`src/rtl/pipeline_pkg.sv`:
```
// pipeline_pkg: shared pipeline encodings, Memory-stage wait states and the M-side control bundle
package pipeline_pkg;
  localparam logic [1:0] RESULT_ALU = 2'b00;
  localparam logic [1:0] RESULT_MEM = 2'b01;
  localparam logic [1:0] RESULT_PC4 = 2'b10;
  localparam logic [2:0] F3_B  = 3'b000;
  localparam logic [2:0] F3_H  = 3'b001;
  localparam logic [2:0] F3_W  = 3'b010;
  localparam logic [2:0] F3_BU = 3'b100;
  localparam logic [2:0] F3_HU = 3'b101;
  typedef enum logic {IDLE = 1'b0, WAIT = 1'b1} exmem_state_t;
  typedef struct packed {
    logic       reg_write;
    logic [1:0] result_src;
    logic       mem_write;
    logic       mem_read;
    logic [2:0] funct3;
  } exmem_ctrl_t;
endpackage

```
`src/rtl/mem_wait_fsm.sv`:
```
// mem_wait_fsm: holds the Memory stage while a load/store waits on data memory (EXMEM_PERF_EN adds a wait-cycle counter)
module mem_wait_fsm
  import pipeline_pkg::*;
(
  input  logic        clk,
  input  logic        rst,
  input  logic        access,
  input  logic        mem_ready,
  output logic        mem_hold,
  output logic        mem_req
`ifdef EXMEM_PERF_EN
  ,
  output logic [31:0] wait_cycles
`endif
);
  exmem_state_t state;
  assign mem_req  = access & (state == WAIT | state == IDLE);
  assign mem_hold = (state == WAIT | access) & ~mem_ready;
  // stay in WAIT for as long as the outstanding access has not completed
  always_ff @(posedge clk)
    if (rst) state <= IDLE;
    else state <= mem_hold ? WAIT : IDLE;
`ifdef EXMEM_PERF_EN
  // saturating count of cycles spent in WAIT
  always_ff @(posedge clk)
    if (rst) wait_cycles <= '0;
    else if (state == WAIT && wait_cycles != '1) wait_cycles <= wait_cycles + 32'd1;
`endif
endmodule

```
`src/rtl/execute_memory_reg.sv`:
```
// execute_memory_reg: Execute-to-Memory pipeline register with memory wait hold (EXMEM_PERF_EN adds perf counters)
module execute_memory_reg
  import pipeline_pkg::*;
#(
  parameter int DATA_WIDTH     = 32,
  parameter int REG_ADDR_WIDTH = 5
) (
  input  logic                      clk,
  input  logic                      rst,
  input  logic                      StallM,
  input  logic                      FlushM,
  input  logic                      ValidE,
  input  logic                      RegWriteE,
  input  logic [1:0]                ResultSrcE,
  input  logic                      MemWriteE,
  input  logic                      MemReadE,
  input  logic [2:0]                Funct3E,
  input  logic [DATA_WIDTH-1:0]     ALUResultE,
  input  logic [DATA_WIDTH-1:0]     WriteDataE,
  input  logic [REG_ADDR_WIDTH-1:0] RdE,
  input  logic [DATA_WIDTH-1:0]     PCPlus4E,
  input  logic                      MemReadyM,
  output logic                      ValidM,
  output logic                      RegWriteM,
  output logic [1:0]                ResultSrcM,
  output logic                      MemWriteM,
  output logic                      MemReadM,
  output logic [2:0]                Funct3M,
  output logic [DATA_WIDTH-1:0]     ALUResultM,
  output logic [DATA_WIDTH-1:0]     WriteDataM,
  output logic [REG_ADDR_WIDTH-1:0] RdM,
  output logic [DATA_WIDTH-1:0]     PCPlus4M,
  output logic                      MemReqM,
  output logic                      MemStallReqM
`ifdef EXMEM_PERF_EN
  ,
  output logic [31:0]               MemWaitCyclesM,
  output logic [31:0]               FlushCountM
`endif
);
  exmem_ctrl_t ctrl_q;
  logic valid_q;
  logic mem_hold;
  logic access;
  assign access       = valid_q & (ctrl_q.mem_read | ctrl_q.mem_write);
  assign ValidM       = valid_q;
  assign RegWriteM    = valid_q & ctrl_q.reg_write;
  assign ResultSrcM   = ctrl_q.result_src;
  assign MemWriteM    = valid_q & ctrl_q.mem_write;
  assign MemReadM     = valid_q & ctrl_q.mem_read;
  assign Funct3M      = ctrl_q.funct3;
  assign MemStallReqM = mem_hold;
  mem_wait_fsm u_fsm (
    .clk         (clk),
    .rst         (rst),
    .access      (access),
    .mem_ready   (MemReadyM),
    .mem_hold    (mem_hold),
    .mem_req     (MemReqM)
`ifdef EXMEM_PERF_EN
    ,
    .wait_cycles (MemWaitCyclesM)
`endif
  );
  // memory hold freezes everything and swallows flushes so an in-flight store is never torn
  always_ff @(posedge clk)
    if (rst || (FlushM && !mem_hold)) begin
      valid_q    <= 1'b0;
      ctrl_q     <= '0;
      ALUResultM <= '0;
      WriteDataM <= '0;
      RdM        <= '0;
      PCPlus4M   <= '0;
    end else if (!mem_hold && !StallM) begin
      valid_q    <= ValidE;
      ctrl_q     <= '{reg_write: RegWriteE, result_src: ResultSrcE, mem_write: MemWriteE,
                      mem_read: MemReadE, funct3: Funct3E};
      ALUResultM <= ALUResultE;
      WriteDataM <= WriteDataE;
      RdM        <= RdE;
      PCPlus4M   <= PCPlus4E;
    end
`ifdef EXMEM_PERF_EN
  // saturating count of flushes that actually inserted a bubble
  always_ff @(posedge clk)
    if (rst) FlushCountM <= '0;
    else if (FlushM && !mem_hold && FlushCountM != '1) FlushCountM <= FlushCountM + 32'd1;
`endif
endmodule

```
`config.mk`:
```
export PLATFORM = sky130hd
export DESIGN_NAME = execute_memory_reg
export DESIGN_NICKNAME = d
export VERILOG_FILES = /design/src/rtl/pipeline_pkg.sv /design/src/rtl/mem_wait_fsm.sv /design/src/rtl/execute_memory_reg.sv
export SDC_FILE = /design/constraint.sdc
export NUM_CORES = 1
export LEC_CHECK = 0
export CAP_MARGIN = 20
export CORE_MARGIN = 1.5
export CORE_UTILIZATION = 40
export DETAILED_ROUTE_END_ITERATION = 7
export HOLD_SLACK_MARGIN = 0.1
export PLACE_DENSITY_LB_ADDON = 0.15
export SKIP_CTS_REPAIR_TIMING = 1
export SYNTH_ARGS = -nofsm -noshare
export SYNTH_HDL_FRONTEND = slang
export SYNTH_SLANG_ARGS = --single-unit
export TNS_END_PERCENT = 30
```
`constraint.sdc`:
```
create_clock -name clk -period 1.4 [get_ports clk]
set_clock_uncertainty 0.05 [all_clocks]
set_input_delay 0.28 -clock clk [delete_from_list [all_inputs] [get_ports clk]]
set_output_delay 0.28 -clock clk [all_outputs]
set_load 0.01 [all_outputs]
```
-- Word level (Yosys, flattened, before mapping)
Cells that the tools add are included.
- mux-type cells: 1
- bitwise operators: 8
- reductions and logical operators: 5
- operator list (operator ; number):
    AND 1 bit ; 5
    logical AND 1 bit ; 2
    logical NOT 1 bit ; 2
    OR 1 bit ; 2
    logical OR 1 bit ; 1
    2-to-1 mux 1 bit ; 1
    inverter 1 bit ; 1
- register bits: 111
- bits of input ports: 115
- output and inout bits: 112
- word-level logic and storage cells: 25

-- Depth between registers and ports, before layout
- depth in word-level cells: 7
- mapped depth: 6
- depth with buffers taken out: 4

-- Hierarchy
From an unflattened synthesis, not the netlist that was laid out.
- cells, all modules: 504
- area, all modules: 4126.5 um2
- by module, submodules not included (module ; times used ; cells an instance ; area each (um2) ; sequential area each (um2)):
    execute_memory_reg ; 1 ; 499 ; 4078.9 ; 2202.1
    mem_wait_fsm ; 1 ; 5 ; 47.5 ; 20.0

-- Worst setup path after synthesis
Ideal clock, no wire load.
- kind: register to register
- start point: register valid_q (netlist: ValidM)
- end point: register ALUResultM[0]
- library setup time: 0.066 ns
- data arrival time: 1.290 ns
- required time: 1.284 ns
- path slack: -0.006 ns
- cell stages (with the launch flop): 7
- path buffers: 2
- clock period less this slack: 1.406 ns
- cell sequence: dfxtp_1 -> o21a_1 -> o21bai_2 -> a21o_1 -> buf_6 -> buf_6 -> a21oi_2
- cells in the longest elaborated chain, start to end: 6
- elaborated cells between the ends (all ways): 7
- those cells by class: 3 x bitwise; 4 x reduce/logical
- ends and longest elaborated chain (element ; RTL line ; text):
    from (decl) ; execute_memory_reg.sv:42 ; logic valid_q;
    from (signal assigned) ; execute_memory_reg.sv:75 ; valid_q <= ValidE;
    AND 1 bit * ; execute_memory_reg.sv:45 ; assign access = valid_q & (ctrl_q.mem_read | ctrl_q.mem_write);
    named net MemReqM ; execute_memory_reg.sv:33 ; output logic MemReqM,
    OR 1 bit * ; mem_wait_fsm.sv:18 ; assign mem_hold = (state == WAIT | access) & ~mem_ready;
    AND 1 bit * ; mem_wait_fsm.sv:18 ;
    logical NOT 1 bit * ; execute_memory_reg.sv:67, execute_memory_reg.sv:74 ;
    logical AND 1 bit ; execute_memory_reg.sv:67 ; if (rst || (FlushM && !mem_hold)) begin
    logical OR 1 bit ; execute_memory_reg.sv:67 ;
    to (signal assigned) ; execute_memory_reg.sv:78 ; ALUResultM <= ALUResultE;
    to (decl) ; execute_memory_reg.sv:29 ; output logic [DATA_WIDTH-1:0] ALUResultM,
The timed path passes the listed nets; every way through them passes the cells marked *.
A chain may end at the register's enable or synchronous reset.

-- Final worst setup path
- start point: register ctrl_q[4] (netlist name)
- end point: register ALUResultM[27]
- cells in the longest elaborated chain, start to end: 7
- elaborated cells between the ends (all ways): 8
- those cells by class: 4 x bitwise; 4 x reduce/logical
- ends and longest elaborated chain (element ; RTL line ; text):
    from (decl) ; execute_memory_reg.sv:41 ; exmem_ctrl_t ctrl_q;
    from (signal assigned) ; execute_memory_reg.sv:76 ; ctrl_q <= '{reg_write: RegWriteE, result_src: ResultSrcE, mem_write: MemWriteE,
    OR 1 bit * ; execute_memory_reg.sv:45 ;
    AND 1 bit * ; execute_memory_reg.sv:45 ;
    OR 1 bit * ; mem_wait_fsm.sv:18 ;
    AND 1 bit * ; mem_wait_fsm.sv:18 ;
    logical NOT 1 bit * ; execute_memory_reg.sv:67, execute_memory_reg.sv:74 ;
    logical AND 1 bit ; execute_memory_reg.sv:67 ;
    logical OR 1 bit ; execute_memory_reg.sv:67 ;
Mark *: on every way between the ends. The rest lies on a longest branch, timed or not.

==> impl_metrics.env <==
export IMPL_clock_path_buffers=2
export IMPL_start_util_pct=41.6
export IMPL_cp_required_ns=1.65
export IMPL_post_route_util_pct=70.4
export IMPL_p_leak_uw=0.00433
export IMPL_syn_area_mm2=0.00435
export IMPL_synthXorXnorAreaFrac_pct=0
export IMPL_synth_adder_area_share_pct=0
export IMPL_rr_worst_depth=8
export IMPL_clk_pin_slew_ns=0.10
export IMPL_synthMuxAreaShare_pct=0
export IMPL_timing_final_crit_period_ns=1.64
export IMPL_synth_simple_gate_area_share_pct=19.9
export IMPL_cts_sinks=111
export IMPL_layoutNonFillerInstCount=853
export IMPL_routed_via_density=4.72
export IMPL_synth_distinct_cells=18
export IMPL_holdWs_ns=0.406
export IMPL_r2r_start="ctrl_q[4]"
export IMPL_worstPathArrival_ns=1.89
export IMPL_synth_top_family_by_area="compound AO/OA/AOI/OAI gates"
export IMPL_worst_pin_slew_ns=0.312
export IMPL_diodes=0
export IMPL_holdPathStages=3
export IMPL_fin_ws_ns=-0.244
export IMPL_syn_num_nets=611
export IMPL_timing_final_crit_share_pct=117
export IMPL_drc=0
export IMPL_hold_viol=0
export IMPL_crit_fanout=23
export IMPL_synth_area_per_cell_um2=8.78
export IMPL_synth_seq_area_share_pct=51.0
export IMPL_core_area_mm2=0.0105
export IMPL_vias=4029
export IMPL_wl_per_cell_um=14.9
export IMPL_outcome="finished, violations left"
export IMPL_nFillCells=823
export IMPL_clk_latency_ns=0.36
export IMPL_antenna_found_initial=0
export IMPL_die_y_um=107
export IMPL_maxCapViolations=0
export IMPL_grt_ovfl_total=0
export IMPL_rsz0062_at_grt="yes"
export IMPL_die_w_um=107
export IMPL_area_growth_pct=69.2
export IMPL_drt_initial_drc_count=226
export IMPL_cts_root_buf="clkbuf_8"
export IMPL_antenna_left=0
export IMPL_drive_gt1_share_pct=21.5
export IMPL_holdCritStartpoint="WriteDataE[29]"
export IMPL_cts_tree="done"
export IMPL_dr_pass1_iters=4
export IMPL_syn_inst=496
export IMPL_die_area_mm2=0.0115
export IMPL_whs_endpoint="WriteDataM[29]"
export IMPL_synth_compound_area_share_pct=22.4
export IMPL_grt_pass1_vias=3663
export IMPL_finalNetCount=827
export IMPL_grt_pass1_wl_mm=18.2
export IMPL_grt_max_degree=58
export IMPL_slew_viol_final=0
export IMPL_violations="negative setup slack"
export IMPL_io_buffers=226
export IMPL_rrSetupSlack_ns=-0.24
export IMPL_gr_usage_all_layers_pct=20.0
export IMPL_cts_htree_levels=3
export IMPL_max_freq_mhz=608
export IMPL_max_slew_margin_pct=79.1
export IMPL_power_density_mw_per_mm2=866
export IMPL_ys_warn_count=0
export IMPL_gp_congestion=0.758
export IMPL_yosys_register_bits=111
export IMPL_design_portCount=227
export IMPL_dpl_cell_count=830
export IMPL_r2r_end="ALUResultM[27]"
export IMPL_p_total_uw=6370
export IMPL_path_class="reg -> reg"
export IMPL_ir_drop_uv=548
export IMPL_endpoint_kind="flip-flop"
export IMPL_rows=37
export IMPL_cts_made_buffers=9
export IMPL_hold_path_class="in -> reg"
export IMPL_startpoint_type="flip-flop"
export IMPL_routed_wl_mm=12.7
export IMPL_post_dp_hpwl_mm=8.34
export IMPL_place_ws_ns=-0.448
export IMPL_setup_violations=114
sequential cells by signal, indices dropped and copies added (netlist names):
name	count
ALUResultM	32
PCPlus4M	32
WriteDataM	32
RdM	5
Funct3M	3
ctrl_q	3
ResultSrcM	2
ValidM	1
u_fsm.state	1
layout make-up:
cell class | instances | area (um^2) | area share, %
Inverter | 2 | 7.51 | 0.102
Timing Repair Buffer | 246 | 2850 | 38.7
Multi-Input combinational cell | 342 | 1900 | 25.8
Clock inverter | 2 | 37.5 | 0.510
Sequential cell | 111 | 2230 | 30.2
Clock buffer | 14 | 173 | 2.34
Tap cell | 136 | 170 | 2.31
metrics by stage:
step	setup TNS, ns	cell area [um^2]
final	-21.63	7360
after global routing	-29.77	7360
after CTS	-38.64	6910
after detailed placement	-46.34	6700
after global placement	-43.53	6700
after floorplan	0	4350
how the worst max path moves through the flow:
| stage | from | to | cells past startpoint |
|---|---|---|---|
| finish | ctrl_q[4] | ALUResultM[27] | 8 |
| global route | ctrl_q[4] | WriteDataM[2] | 8 |
| CTS | ctrl_q[3] | MemStallReqM | 4 |
| detailed placement | MemReadyM | WriteDataM[22] | 6 |
| global placement | MemReadyM | MemStallReqM | 4 |
| floorplan | ctrl_q[3] | ALUResultM[0] | 6 |
worst max-delay path: stages (launching register included):
cell       delay, ns
dfxtp_2         0.36
o21a_1          0.17
buf_6           0.11
o21bai_4        0.05
buf_4           0.14
a21o_4          0.24
buf_12          0.14
clkbuf_16       0.20
a21oi_2         0.12
cells in the final DEF, fill, tap and decap left out, types with 2 or more instances in the layout:
cell type,n
nand2_1,220
a21oi_2,105
buf_4,5
clkbuf_8,12
a21oi_1,4
clkdlybuf4s50_1,114
clkbuf_1,2
buf_12,5
dfxtp_1,108
buf_16,2
nand2b_1,2
dlymetal6s2s_1,106
nor2_1,2
clkbuf_2,2
dfxtp_2,3
buf_6,9
and2_1,2
clkbuf_16,3
inv_1,2
synth_stat cells (all sizes together):
| library cell | number | area share [%] |
|---|---|---|
| buf | 40 | 6.4 |
| inv | 2 | 0.17 |
| clkbuf | 1 | 0.086 |
| and2 | 3 | 0.43 |
| nand2b | 2 | 0.29 |
| o211ai | 1 | 0.29 |
| a21o | 1 | 0.17 |
| o21bai | 1 | 0.26 |
| a21oi | 110 | 21 |
| nor2 | 2 | 0.17 |
| o21a | 1 | 0.17 |
| nand2 | 220 | 19 |
| dfxtp | 111 | 51 |
| o211a | 1 | 0.23 |
kinds of logic (layout without fill, tap and decap cells):
group	count (synthesis)	count (layout)
flip-flops	111	111
AND/OR/NAND/NOR	227	227
buffers and inverters	43	264
AO/OA/AOI/OAI	115	115
where the power goes:
| part | switching [uW] | internal [uW] |
|---|---|---|
| combinational | 471 | 594 |
| clock | 1020 | 978 |
| sequential | 48.3 | 3260 |
routing by layer:
layer	GRT usage (%)	part of all wire (%)	vias up
li1	-	-	2005
met1	24.3	41	1867
met2	32.8	49	139
met3	5.81	7.8	18
met4	8.48	2.2	0
met5	0	0	-
Power figures use the tool's default switching activity.
